[src/rtl/j68_addsub_iter.sv]
// Iterative 68000-style ADD/SUB/ADDX/SUBX unit.
// Processes SLICE_W bits per clock, LSB slice first, with a registered
// carry/borrow between slices. Produces 68000 CCR flags at the operand size.
module j68_addsub_iter #(
    parameter int DATA_W  = 32,
    parameter int SLICE_W = 8
) (
    input  logic              clk,
    input  logic              rst,
    input  logic              start,
    output logic              ready,
    input  logic              add_sub,
    input  logic              ext,
    input  logic [1:0]        size,
    input  logic [DATA_W-1:0] dataa,
    input  logic [DATA_W-1:0] datab,
    input  logic              x_in,
    input  logic              z_in,
    output logic              done,
    output logic [DATA_W-1:0] result,
    output logic              x_out,
    output logic              n_out,
    output logic              z_out,
    output logic              v_out,
    output logic              c_out
);

    localparam int NS = DATA_W / SLICE_W;
    localparam int IW = $clog2(NS);
    localparam int CW = IW + 1;

    typedef enum logic [1:0] {
        S_IDLE = 2'd0,
        S_CALC = 2'd1,
        S_DONE = 2'd2
    } state_t;

    state_t              state_reg;
    logic                ready_reg;
    logic                done_reg;
    logic                add_reg;
    logic                ext_reg;
    logic [1:0]          size_reg;
    logic [DATA_W-1:0]   a_reg;
    logic [DATA_W-1:0]   b_reg;
    logic                z_in_reg;
    logic [CW-1:0]       cnt_reg;
    logic                carry_reg;
    logic                zacc_reg;
    logic [DATA_W-1:0]   result_reg;
    logic                c_flag_reg;
    logic                n_flag_reg;
    logic                z_flag_reg;
    logic                v_flag_reg;

    logic [SLICE_W-1:0]  a_sl [NS];
    logic [SLICE_W-1:0]  b_sl [NS];
    logic [IW-1:0]       idx;
    logic [SLICE_W-1:0]  a_cur;
    logic [SLICE_W-1:0]  b_cur;
    logic [SLICE_W:0]    add_w;
    logic [SLICE_W:0]    sub_w;
    logic [SLICE_W-1:0]  slice_sum;
    logic                slice_cout;
    logic                slice_zero;
    logic                v_next;
    logic                z_next;
    logic [CW-1:0]       last_cnt;
    logic                last_slice;
    logic [DATA_W-1:0]   result_next;

    assign idx = cnt_reg[IW-1:0];

    // Slice views of the captured operands and the merged next result.
    // On the first slice the untouched upper bits are reloaded from dataa,
    // so bits above the operand size pass through unchanged.
    genvar gi;
    generate
        for (gi = 0; gi < NS; gi++) begin : g_slice
            assign a_sl[gi] = a_reg[gi*SLICE_W +: SLICE_W];
            assign b_sl[gi] = b_reg[gi*SLICE_W +: SLICE_W];
            assign result_next[gi*SLICE_W +: SLICE_W] =
                (cnt_reg == CW'(gi)) ? slice_sum :
                ((cnt_reg == '0) ? a_sl[gi] : result_reg[gi*SLICE_W +: SLICE_W]);
        end
    endgenerate

    // Index of the final slice for the captured operand size.
    always_comb begin
        case (size_reg)
            2'b00:   last_cnt = CW'(8 / SLICE_W - 1);
            2'b01:   last_cnt = CW'(16 / SLICE_W - 1);
            2'b10:   last_cnt = CW'(32 / SLICE_W - 1);
            default: last_cnt = CW'(NS - 1);
        endcase
    end

    assign last_slice = (cnt_reg == last_cnt);

    // One slice of add/subtract plus the flag terms evaluated on the top slice.
    always_comb begin
        a_cur = a_sl[idx];
        b_cur = b_sl[idx];
        add_w = {1'b0, a_cur} + {1'b0, b_cur} + {{SLICE_W{1'b0}}, carry_reg};
        sub_w = {1'b0, a_cur} - {1'b0, b_cur} - {{SLICE_W{1'b0}}, carry_reg};
        if (add_reg) begin
            slice_sum  = add_w[SLICE_W-1:0];
            slice_cout = add_w[SLICE_W];
            v_next     = (a_cur[SLICE_W-1] == b_cur[SLICE_W-1]) &&
                         (slice_sum[SLICE_W-1] != a_cur[SLICE_W-1]);
        end else begin
            slice_sum  = sub_w[SLICE_W-1:0];
            slice_cout = sub_w[SLICE_W];
            v_next     = (a_cur[SLICE_W-1] != b_cur[SLICE_W-1]) &&
                         (slice_sum[SLICE_W-1] != a_cur[SLICE_W-1]);
        end
        slice_zero = (slice_sum == '0);
        z_next     = zacc_reg & slice_zero & (~ext_reg | z_in_reg);
    end

    // Control FSM, operand capture, slice datapath state and registered outputs.
    always_ff @(posedge clk) begin
        if (rst) begin
            state_reg  <= S_IDLE;
            ready_reg  <= 1'b1;
            done_reg   <= 1'b0;
            add_reg    <= 1'b0;
            ext_reg    <= 1'b0;
            size_reg   <= 2'b00;
            a_reg      <= '0;
            b_reg      <= '0;
            z_in_reg   <= 1'b0;
            cnt_reg    <= '0;
            carry_reg  <= 1'b0;
            zacc_reg   <= 1'b0;
            result_reg <= '0;
            c_flag_reg <= 1'b0;
            n_flag_reg <= 1'b0;
            z_flag_reg <= 1'b0;
            v_flag_reg <= 1'b0;
        end else begin
            case (state_reg)
                S_CALC: begin
                    result_reg <= result_next;
                    carry_reg  <= slice_cout;
                    zacc_reg   <= zacc_reg & slice_zero;
                    cnt_reg    <= cnt_reg + 1'b1;
                    if (last_slice) begin
                        c_flag_reg <= slice_cout;
                        n_flag_reg <= slice_sum[SLICE_W-1];
                        z_flag_reg <= z_next;
                        v_flag_reg <= v_next;
                        state_reg  <= S_DONE;
                        ready_reg  <= 1'b1;
                        done_reg   <= 1'b1;
                    end
                end
                S_IDLE, S_DONE: begin
                    if (start) begin
                        add_reg   <= add_sub;
                        ext_reg   <= ext;
                        size_reg  <= size;
                        a_reg     <= dataa;
                        b_reg     <= datab;
                        z_in_reg  <= z_in;
                        cnt_reg   <= '0;
                        carry_reg <= ext & x_in;
                        zacc_reg  <= 1'b1;
                        state_reg <= S_CALC;
                        ready_reg <= 1'b0;
                        done_reg  <= 1'b0;
                    end else begin
                        state_reg <= S_IDLE;
                        ready_reg <= 1'b1;
                        done_reg  <= 1'b0;
                    end
                end
                default: begin
                    state_reg <= S_IDLE;
                    ready_reg <= 1'b1;
                    done_reg  <= 1'b0;
                end
            endcase
        end
    end

    assign ready  = ready_reg;
    assign done   = done_reg;
    assign result = result_reg;
    assign x_out  = c_flag_reg;
    assign c_out  = c_flag_reg;
    assign n_out  = n_flag_reg;
    assign z_out  = z_flag_reg;
    assign v_out  = v_flag_reg;

endmodule

[config.mk]
export PLATFORM = sky130hd
export DESIGN_NAME = j68_addsub_iter
export DESIGN_NICKNAME = d
export VERILOG_FILES = /design/src/rtl/j68_addsub_iter.sv
export SDC_FILE = /design/constraint.sdc
export NUM_CORES = 1
export LEC_CHECK = 0
export ABC_AREA = 1
export BUFFER_PORTS_ARGS = -buffer_cell sky130_fd_sc_hd__buf_2
export CAP_MARGIN = 10
export CORE_ASPECT_RATIO = 1.25
export CORE_MARGIN = 3
export CORE_UTILIZATION = 45
export DETAILED_ROUTE_END_ITERATION = 8
export HOLD_SLACK_MARGIN = 0.08
export PLACE_DENSITY_LB_ADDON = 0.25
export SLEW_MARGIN = 10
export SYNTH_ARGS = -nofsm -noshare
export SYNTH_HDL_FRONTEND = slang
export SYNTH_SLANG_ARGS = --single-unit
[constraint.sdc]
create_clock -name clk -period 6.4 [get_ports clk]
set_input_delay 1.28 -clock clk [delete_from_list [all_inputs] [get_ports clk]]
set_output_delay 1.28 -clock clk [all_outputs]
set_load 0.02 [all_outputs]
After elaboration in Yosys (flattened, before gate mapping):

Cells that the tools add are included.
W data, S select, Z words.

* logic and storage cells: 93
* bits in registers: 114

* equal/unequal tests: 13
* bitwise gates (word level): 7
* magnitude comparators: 1
* muxes and demuxes: 28
* add/sub/neg operators: 5
* reductions and logical operators: 19

Operators with widths (number)
* $mux W8: 11
* $bmux W8 S2: 2
* $reduce_and A2 Y1: 7
* $add A8 B8 Y9: 1
* $add A9 B1 Y9: 1
* $sub A8 B8 Y9: 1
* $sub A9 B1 Y9: 1
* $logic_not A8 Y1: 1
* $pmux W2 S2: 2
* $reduce_bool A2 Y1: 4
* $mux W1: 7
* $eq A3 B2 Y1 const B: 2
* $pmux W1 S2: 3
* $pmux W3 S2: 1
* $eq A2 B1 Y1 const B: 2
* $logic_not A2 Y1: 2
* $ne A2 B2 Y1 const B: 2
* $reduce_or A2 Y1: 2
* $add A3 B1 Y3 const B: 1
* $and A1 B1 Y1: 3
* $eq A3 B1 Y1 const B: 1
* $eq A3 B3 Y1: 1
* $ge A3 B3 Y1 const B: 1
* $logic_not A3 Y1: 1
* 9 further kinds: 13

Logic depth before layout (Yosys ltp):

* depth in word-level cells: 10
* mapped depth: 23
* mapped depth without buffers: 21

Worst setup path after synthesis:

OpenSTA, ideal clock, no wires.

* kind: flip-flop to flip-flop
* start point: register cnt_reg[0]
* end point: register z_flag_reg, in the netlist z_out
* path slack: 3419 ps
* cell stages (with the launch flop): 19
* library setup time: 71 ps
* buffers on the path: 3
* data arrival time: 2910 ps
* cells stage by stage: dfxtp_1 > buf_4 > clkbuf_1 > clkbuf_1 > nor2_1 > o22ai_1 > fa_1 > inv_1 > fa_1 > nand2_1 > o21ai_1 > xor2_1 > inv_2 > nand2_1 > nor2_1 > nand3_1 > nor2_2 > nand4_1 > a21oi_1

* word-level cells in the longest chain between the ends: 10
* elaborated cells between the ends (all ways): 17
* classes of those cells: 4 x add/sub; 1 x eq/ne; 7 x mux; 3 x bitwise; 2 x reduce/logical

Ends and longest elaborated chain
* start, declared: RTL line 47 `logic [CW-1:0] cnt_reg;`
* start signal, assigned: RTL line 147 `cnt_reg <= cnt_reg + 1'b1;`
* $not A2 Y3 (not written as such): RTL line 102, 103
* $bmux W8 S2 (on tied branches): RTL line 102, 103
* $mux W8 (on tied branches) (2 in a row): RTL line 102, 103
* $sub A8 B8 Y9 / $add A8 B8 Y9 (equally long branches): RTL line 105, 104
* $sub A9 B1 Y9 / $add A9 B1 Y9 (equally long branches): RTL line 105, 104
* $mux W8: RTL line 106 `if (add_reg) begin`
* $logic_not A8 Y1: RTL line 117 `slice_zero = (slice_sum == '0);`
* $and A1 B1 Y1 (2 in a row): RTL line 118 `z_next = zacc_reg & slice_zero & (~ext_reg | z_in_reg);`
* end signal, assigned: RTL line 151 `z_flag_reg <= z_next;`
* end, declared: RTL line 53 `logic z_flag_reg;`

Several ways; a longest one is shown, not always the timed one. The select of a mux whose other input is x is not followed.
A chain may end at the register's enable or synchronous reset.

Worst setup path after layout:

Ends and elaborated chain as after synthesis.

==> impl_results.md <==
- Netlist Area Pre-Place: 5730 um^2
- Largest net degree at the start of global routing: 79
- Pleak: 3.23 nW
- Post-synth net total: 916
- Status: complete, no violations
- Minimum clock period: 3470 ps
- Maximum vdd drop: 0.139 mV
- Final Max Slew Viols: 0
- Rel. slew slack: 55.5%
- Vias per Instance: 5.13
- Power Total: 2.40 mW
- Yosys cell types: 37
- WHS Path Cells: 2
- Ports: 112
- Vias in the first global route: 5141
- Drt drc: 0
- Crit path kind: reg2reg
- Die Wd: 107 um
- Synth Register Bits: 114
- Reg clk slew, reported paths: 60 ps
- CP Launch Type: flip-flop
- Area contributors post-synth: dfxtp_1, nor2_1, o21ai_0
- Fmax: 0.288 GHz
- Pwr dens: 345 nW/um^2
- Layout cells sized above 1: 19.9%
- Die ar.: 14100 um^2
- Syn-to-layout area delta: 21.6%
- CTS tree: built
- HP Class: reg2reg
- First-pass GRT wire length: 25.8 mm
- DR vias: 5559
- Worst Path Max Fanout: 37
- Clock Path Buffers: 2
- Final setup margin: 2930 ps
- Max cap viols: 0
- Routed WL per cell: 14.9 um
- Synth Flop Type: dfxtp_1
- Clock Skew: 16.4 ps
- Top-count cell post-synth: nor2_1
- RSZ-0062 raised after global routing: no
- Post-CTS Resized: 0
- Root Buffer: clkbuf_16
- Total Routed Length: 16.1 mm
- Final TNS setup: 0 ps
- Ant. Diodes: 0
- Num Clock Sinks: 114
- TritonCTS Buffers: 17
- Period utilization: 54.2%
- Total GRT Usage: 22.9%
- GP Congestion: 0.938
- Post-CTS Hold Buffers: 0
- Detailed-router iteration count before antenna repair: 5
- Fin. Hold Viols: 0
- Syn Inst Count: 815
- Number of post-CTS setup repair buffers: 0
- Initial antenna violation count: 0
- Yosys warns: 0
- Site Rows: 45
- Design area: 6970 um^2
- Core ar.: 12300 um^2
- Ys async rst share: 0%
- Dpl cell area: 6350 um^2
- Seq/Total Area, Yosys: 39.8%
- Post-synth top cells: nor2_1, dfxtp_1, nand2_1, o21ai_0, a21oi_1
- Port Buffers: 111
- Avg Inst Size Synth: 7.04 um^2
- CP required: 6670 ps
- R2R depth: 17
- H-tree Lvls: 4
- Congestion Overflow GR: 0
- Post-DP HPWL: 11.8 mm
- Endpoint type of the worst setup path: flip-flop
- Place WS: 2990 ps
- EDFF count, synth: 0
- Starting Density: 46.5%
- Synth area leader: dfxtp_1
- Worst-Margin Slew: 667 ps
- Die height: 132 um
- Post-layout util: 56.6%
- ANT nets after route: 0
- Critical Path AT: 3740 ps
- DRT iter0 DRCs: 339
- # setup viols final: 0
- Clk Latency, worst-skew pair: 410 ps
- Synth top area share: 39.8%
- Final #Nets: 1008
==> layout by cell type (no fill, tap or decap), types with 3 or more instances in the layout <==
master	instances
a21oi_1	63
clkinvlp_4	4
fa_1	4
nand3_1	20
ha_1	24
nor2_1	177
clkbuf_16	17
bufinv_16	3
buf_4	4
a31oi_1	5
o21ai_2	3
nand2_2	8
a32oi_1	7
nand2_1	111
nand4_1	6
o22ai_1	10
o21ai_1	8
dfxtp_1	114
buf_2	111
o211ai_1	5
clkbuf_8	3
inv_1	55
o21ai_0	112
inv_2	13
xor2_1	3
nand3_2	6
==> worst max-delay path, stage by stage, from the launching register on <==
cell and delay (ps):
dfxtp_1 290, buf_4 240, inv_4 310, nand2_1 110, a32oi_1 350, inv_1 80, ha_1 320, inv_1 110
ha_1 390, inv_1 80, o21ai_0 160, nand2_1 90, nand4_1 90, nand3_1 70, o21ai_1 360, nor2_2 100
nand4_1 90, a21oi_1 60
==> area by class of cell <==
class | count | area [um^2]
Fill cell | 1240 | 5360
Multi-Input combinational cell | 588 | 3010
Sequential cell | 114 | 2280
Timing Repair Buffer | 115 | 586
Clock buffer | 21 | 470
Inverter | 71 | 272
Tap cell | 164 | 205
Clock inverter | 11 | 151
==> report_power, final <==
part	switching [mW]	total, mW	internal [mW]
Combinational	0.408	0.607	0.199
Clock	0.337	0.982	0.645
Sequential	0.0437	0.816	0.772
==> per-stage QoR <==
| stage | hold slack (ps) | instances |
|---|---|---|
| after floorplan | 430 | 815 |
| after global placement | 448 | 1052 |
| after detailed placement | 444 | 1052 |
| after CTS | 453 | 1084 |
| after global routing | 480 | 1084 |
| final | 457 | 1084 |
==> final timing paths <==
kind | start | endpoint | slack [ps]
setup / recovery | cnt_reg[0] | z_out | 2930
hold / removal | done | done | 460
setup reg to reg | cnt_reg[0] | z_out | 2930
hold reg to reg | done | done | 460
==> per-layer routing <==
metal | track usage (%) | share of wire, % | vias to the layer above
met1 | 31.2 | 44 | 2477
met2 | 36.4 | 47 | 195
met5 | 0 | 0 | -
li1 | - | - | 2863
met3 | 3.67 | 6.4 | 24
met4 | 8.67 | 2.2 | 0
==> cell families (layout without fill, tap and decap cells) <==
family                   count (synthesis)  count (layout)  share of synthesized area (%)
AO/OA/AOI/OAI                          223             223                           21.3
XOR/XNOR                                 3               3                          0.458
adder cells (fa/ha/maj)                 28              28                           6.63
buffers and inverters                  113             218                           7.81
flip-flops                             114             114                           39.8
multiplexers                             1               1                          0.175
AND/OR/NAND/NOR                        333             333                           23.8
No activity file was read; power rests on OpenSTA's default activity.
